==> src/rtl/pool_pkg.sv <==
// Shared defaults and types for the 2x2 stride-2 pooling stage.
package pool_pkg;
  localparam int D_W  = 16;
  localparam int IN_W = 28;
  localparam int IN_H = 28;

  typedef logic signed [D_W-1:0] sample_t;

  localparam int OUT_W = IN_W / 2;
  localparam int OUT_H = IN_H / 2;
endpackage

==> src/rtl/pool_cmb2.sv <==
// Two-input signed combiner: max by default, widening adder when POOL_AVG_EN is defined.
module pool_cmb2 #(
  parameter int A_W = 16,
  parameter int O_W = A_W
) (
  input  logic signed [A_W-1:0] a,
  input  logic signed [A_W-1:0] b,
  output logic signed [O_W-1:0] y
);
`ifdef POOL_AVG_EN
  // O_W is one bit wider than A_W so the sum cannot overflow.
  assign y = O_W'(a) + O_W'(b);
`else
  assign y = (a > b) ? O_W'(a) : O_W'(b);
`endif
endmodule

==> src/rtl/maxpool2x2_stream.sv <==
// Streaming 2x2 stride-2 pooling of a raster-order frame (max; average when POOL_AVG_EN is defined).
module maxpool2x2_stream #(
  parameter int D_W  = pool_pkg::D_W,
  parameter int IN_W = pool_pkg::IN_W,
  parameter int IN_H = pool_pkg::IN_H
) (
  input  logic                  i_clk,
  input  logic                  i_rst_n,
  input  logic                  i_valid,
  input  logic signed [D_W-1:0] i_data,
  output logic                  o_valid,
  output logic signed [D_W-1:0] o_data,
  output logic                  o_frame_done
);
  localparam int XW     = $clog2(IN_W);
  localparam int YW     = $clog2(IN_H);
  localparam int HALF_W = IN_W / 2;
  localparam int IDX_W  = (HALF_W > 1) ? $clog2(HALF_W) : 1;
`ifdef POOL_AVG_EN
  localparam int H_W = D_W + 1;
  localparam int V_W = D_W + 2;
`else
  localparam int H_W = D_W;
  localparam int V_W = D_W;
`endif
  localparam logic [XW-1:0] X_LAST = XW'(IN_W - 1);
  localparam logic [YW-1:0] Y_LAST = YW'(IN_H - 1);

  logic [XW-1:0]         x_cnt;
  logic [YW-1:0]         y_cnt;
  logic signed [D_W-1:0] pair_reg;
  logic signed [H_W-1:0] line_buf [HALF_W];
  logic signed [H_W-1:0] hres;
  logic signed [H_W-1:0] lb_rd;
  logic signed [V_W-1:0] vres;
  logic signed [D_W-1:0] pooled;
  logic [IDX_W-1:0]      idx;
  logic                  x_last;
  logic                  y_last;
  logic                  x_odd;
  logic                  y_odd;
  logic                  complete;

  assign x_last   = (x_cnt == X_LAST);
  assign y_last   = (y_cnt == Y_LAST);
  assign x_odd    = x_cnt[0];
  assign y_odd    = y_cnt[0];
  assign complete = i_valid && x_odd && y_odd;
  assign idx      = IDX_W'(x_cnt >> 1);
  assign lb_rd    = line_buf[idx];

  pool_cmb2 #(.A_W(D_W), .O_W(H_W)) u_horiz (
    .a (pair_reg),
    .b (i_data),
    .y (hres)
  );

  pool_cmb2 #(.A_W(H_W), .O_W(V_W)) u_vert (
    .a (lb_rd),
    .b (hres),
    .y (vres)
  );

`ifdef POOL_AVG_EN
  // Divide by four with an arithmetic shift (floor), keeping D_W bits.
  assign pooled = vres[D_W+1:2];
`else
  assign pooled = vres;
`endif

  always_ff @(posedge i_clk or negedge i_rst_n) begin
    if (!i_rst_n) begin
      x_cnt        <= '0;
      y_cnt        <= '0;
      pair_reg     <= '0;
      o_valid      <= 1'b0;
      o_data       <= '0;
      o_frame_done <= 1'b0;
    end else begin
      if (i_valid) begin
        if (x_last) begin
          x_cnt <= '0;
          y_cnt <= y_last ? '0 : y_cnt + YW'(1);
        end else begin
          x_cnt <= x_cnt + XW'(1);
        end
        if (!x_odd) pair_reg <= i_data;
      end
      o_valid      <= complete;
      o_frame_done <= complete && x_last && y_last;
      if (complete) o_data <= pooled;
    end
  end

  // Even rows park their horizontal result; odd rows consume it in the same column slot.
  always_ff @(posedge i_clk) begin
    if (i_valid && x_odd && !y_odd) line_buf[idx] <= hres;
  end
endmodule

==> config.mk <==
export PLATFORM = sky130hd
export DESIGN_NAME = maxpool2x2_stream
export DESIGN_NICKNAME = d
export VERILOG_FILES = /design/src/rtl/pool_pkg.sv /design/src/rtl/pool_cmb2.sv /design/src/rtl/maxpool2x2_stream.sv
export SDC_FILE = /design/constraint.sdc
export NUM_CORES = 1
export LEC_CHECK = 0
export CORE_ASPECT_RATIO = 1.25
export CORE_MARGIN = 3
export CORE_UTILIZATION = 55
export CTS_CLUSTER_DIAMETER = 200
export DETAILED_ROUTE_END_ITERATION = 8
export DONT_BUFFER_PORTS = 1
export PLACE_DENSITY_LB_ADDON = 0.3
export RECOVER_POWER = 25
export SLEW_MARGIN = 15
export SYNTH_ARGS = -nofsm -noshare
export SYNTH_HDL_FRONTEND = slang
export SYNTH_SLANG_ARGS = --single-unit
==> constraint.sdc <==
create_clock -name i_clk -period 4.4 [get_ports i_clk]
set_input_delay 0.88 -clock i_clk [delete_from_list [all_inputs] [get_ports i_clk]]
set_output_delay 0.88 -clock i_clk [all_outputs]
set_load 0.02 [all_outputs]
==> reports/results.tsv <==
metric	value	unit
status	complete, no violations	
Min-Delay Path Class	in2async	
top-area cell type share of the netlist area	0.570	
Synth Flop Type	edfxtp_1	
initial antenna violation count	0	
worst path bufs/invs	3	
register share of total power	0.409	
worst r2r dst	o_data[2]	
max cap viols	0	
Least-Margin Pin Slew	1370	ps
Mapped Nets	716	
CP max-delay cell	dfrtp_1	
switch share	0.314	
global route total overflow	0	
YS warnings	0	
crit-path max FO	13	
synthesis-to-layout area growth	12.3	%
crit path DAT	4540	ps
Starting DRT DRC Count	434	
port buffer count	0	
final hold vios	0	
max reg flops	224	
CTS Root Cell	clkbuf_16	
FILL cells	1417	
Die Wd	137	um
RSZ-0062 raised after global routing	false	
CP top delay family	compound AO/OA/AOI/OAI gates	
Final Wtd Congestion	0.766	
Post-Route WL	23900	um
Synth area leader	edfxtp_1	
Mapped Area	11800	um^2
Cells after Synth	663	
Synth cell types	52	
Initial Util	0.563	
crit share post-route	0.946	
max incr delay on CP	440	ps
first-pass GRT wire length	36300	um
final setup fails	0	
Pins Over Slew Limit	0	
Seq/Total Area, Yosys	0.663	
Mapped Avg Cell Area	17.8	um^2
switching pwr	2.61	mW
VDD IR-drop max	0.376	mV
Reg clk slew, reported paths	60	ps
cts repair resizes	0	
fin area	13300	um^2
Reg2Reg Setup Slack	240	ps
Num CTS Buffers	26	
CP Cell Sequence	ha_1 -> nand4_1 -> o221a_2 -> o211ai_2 -> o21ai_4 -> buf_12 -> mux2i_4 -> ha_1 -> nand4_1 -> nor4_2 -> buf_4 -> a21boi_2 -> or4_1 -> a22o_4 -> nand2_2 -> buf_12 -> o211ai_1	
part of the power in combinational logic	0.350	
number of synthesized register bits	268	
largest net degree at the start of global routing	63	
TritonCTS Sinks	268	
P per Cell Area	626	nW/um^2
placed cells	966	
post-route antenna net violation count	0	
CP Launch Type	flip-flop	
crit path from	pair_reg[11]	
num ports	37	
LEAKAGE	4.74	nW
top post-synthesis cells by area	edfxtp_1 57%, dfrtp_1 9.3%, mux4_2 7.1%	
GRT Total Usage	0.208	
source of the worst register-to-register timing path	pair_reg[11]	
cts hold-fix bufs	0	
CTS Buffer Depth	3	
ant diodes	0	
post-CTS setup buffer count	0	
wire length per cell	23.6	um
Detail Placement HPWL	15500	um
layout cells sized above 1	0.245	
Via Count	6162	
CP Class	reg2reg	
Post-synth EDFFs	224	
via-per-instance ratio	6.09	
nets	773	
fin crit period	4160	ps
DRC violations left	0	
total number of H-tree levels	1	
die height	170	um
Worst-Skew Late Latency	530	ps
fin util	0.632	
row count	59	
Pre-antenna DRT Iters	5	
crit path capture type	flip-flop	
vias in the first global route	6381	
clock share of power	0.241	
Post-synth ARST share	0.164	
Pint	5.69	mW
Slew headroom	0.0873	
fmax	240	MHz
Placed Area	12500	um^2
total core area	21000	um^2
skew final	28.3	ps
path depth of the worst reg2reg path	17	
Die Area	23300	um^2
Post-Layout Cell Count	1012	
CTS tree	done	
Worst EP required	4780	ps
[area by class of cell]
type	count	area, um^2	area share
Sequential cell	268	7830	0.591
Multi-Input combinational cell	330	3660	0.276
Clock buffer	33	708	0.0534
Timing Repair Buffer	59	512	0.0386
Tap cell	274	343	0.0259
Inverter	35	131	0.00991
Clock inverter	13	62.6	0.00472
[power by group through the flow]
stage / logic (mW) / clock network [mW] / registers, mW
floorplan: 2.14 / 0 / 3.32
global placement: 2.80 / 0 / 3.43
detailed placement: 2.92 / 0 / 3.44
CTS: 2.93 / 2.06 / 3.39
global route: 3.15 / 2.16 / 3.41
finish: 2.90 / 2.00 / 3.39
[cell usage in the layout (no fill, tap or decap), types with 7 or more instances in the layout]
cell         n
clkinv_1     7
nand3_1      8
nand4_1      8
mux2_2      19
mux4_2      37
buf_12       7
buf_4       47
o211ai_2    11
o211ai_1     8
a21oi_1     16
edfxtp_1   224
inv_1       34
mux2i_4     10
clkbuf_16   27
nor2_1      17
mux4_1      26
nand2_1     48
dfrtp_1     42
clkbuf_1    10
o21ai_0     22
mux2i_1      7
nand3b_1    18
ha_1        34
[cell usage after synthesis (4+ instances only)]
library cell and count:
nor3b_1 4, ha_1 34, inv_1 34, nand2_1 48, mux2i_4 10, mux2_2 19
a21oi_1 16, dfrtp_1 44, buf_6 6, o211ai_2 11, o211ai_1 8, mux4_2 37
nor2_1 17, nor3_1 7, buf_2 4, edfxtp_1 224, mux4_1 26, nand3b_1 18
clkbuf_1 16, nand4_1 8, o21ai_0 22, nand3_1 8, mux2i_1 7
[how the worst max path moves through the flow]
stage,end,slack [ps],cells after the start
floorplan,o_data[5],40,18
global placement,o_data[1],-120,18
detailed placement,o_data[1],-200,18
CTS,o_data[2],260,17
global route,o_data[1],150,16
finish,o_data[2],240,17
[cell families (layout without fill, tap and decap cells)]
family,after synthesis,in the layout,share of synthesized area
simple gates,123,123,0.0542
buf+inv,65,140,0.0277
flops,268,268,0.663
compound gates,73,73,0.0461
mux,99,99,0.172
fa+ha+maj,34,34,0.0361
xor+xnor,1,1,0.000743
[through the flow]
stage	hold slack [ps]	TNS (ps)	power, mW	worst slack, ps
6_report	43.4	0	8.29	237
2_1_floorplan	475	0	5.46	41.5
3_5_place_dp	499	-2870	6.36	-199
5_1_grt	22.5	0	8.71	153
4_1_cts	23.0	0	8.38	264
3_3_place_gp	490	-1660	6.24	-117
[metal layers]
metal	vias up	GRT usage	wire, um
met4	0	0.0677	579
met2	210	0.365	12800
met3	49	0.0448	1620
li1	2754	-	-
met5	-	0	0
met1	3149	0.257	8910
(Power assumes the default switching activity.)
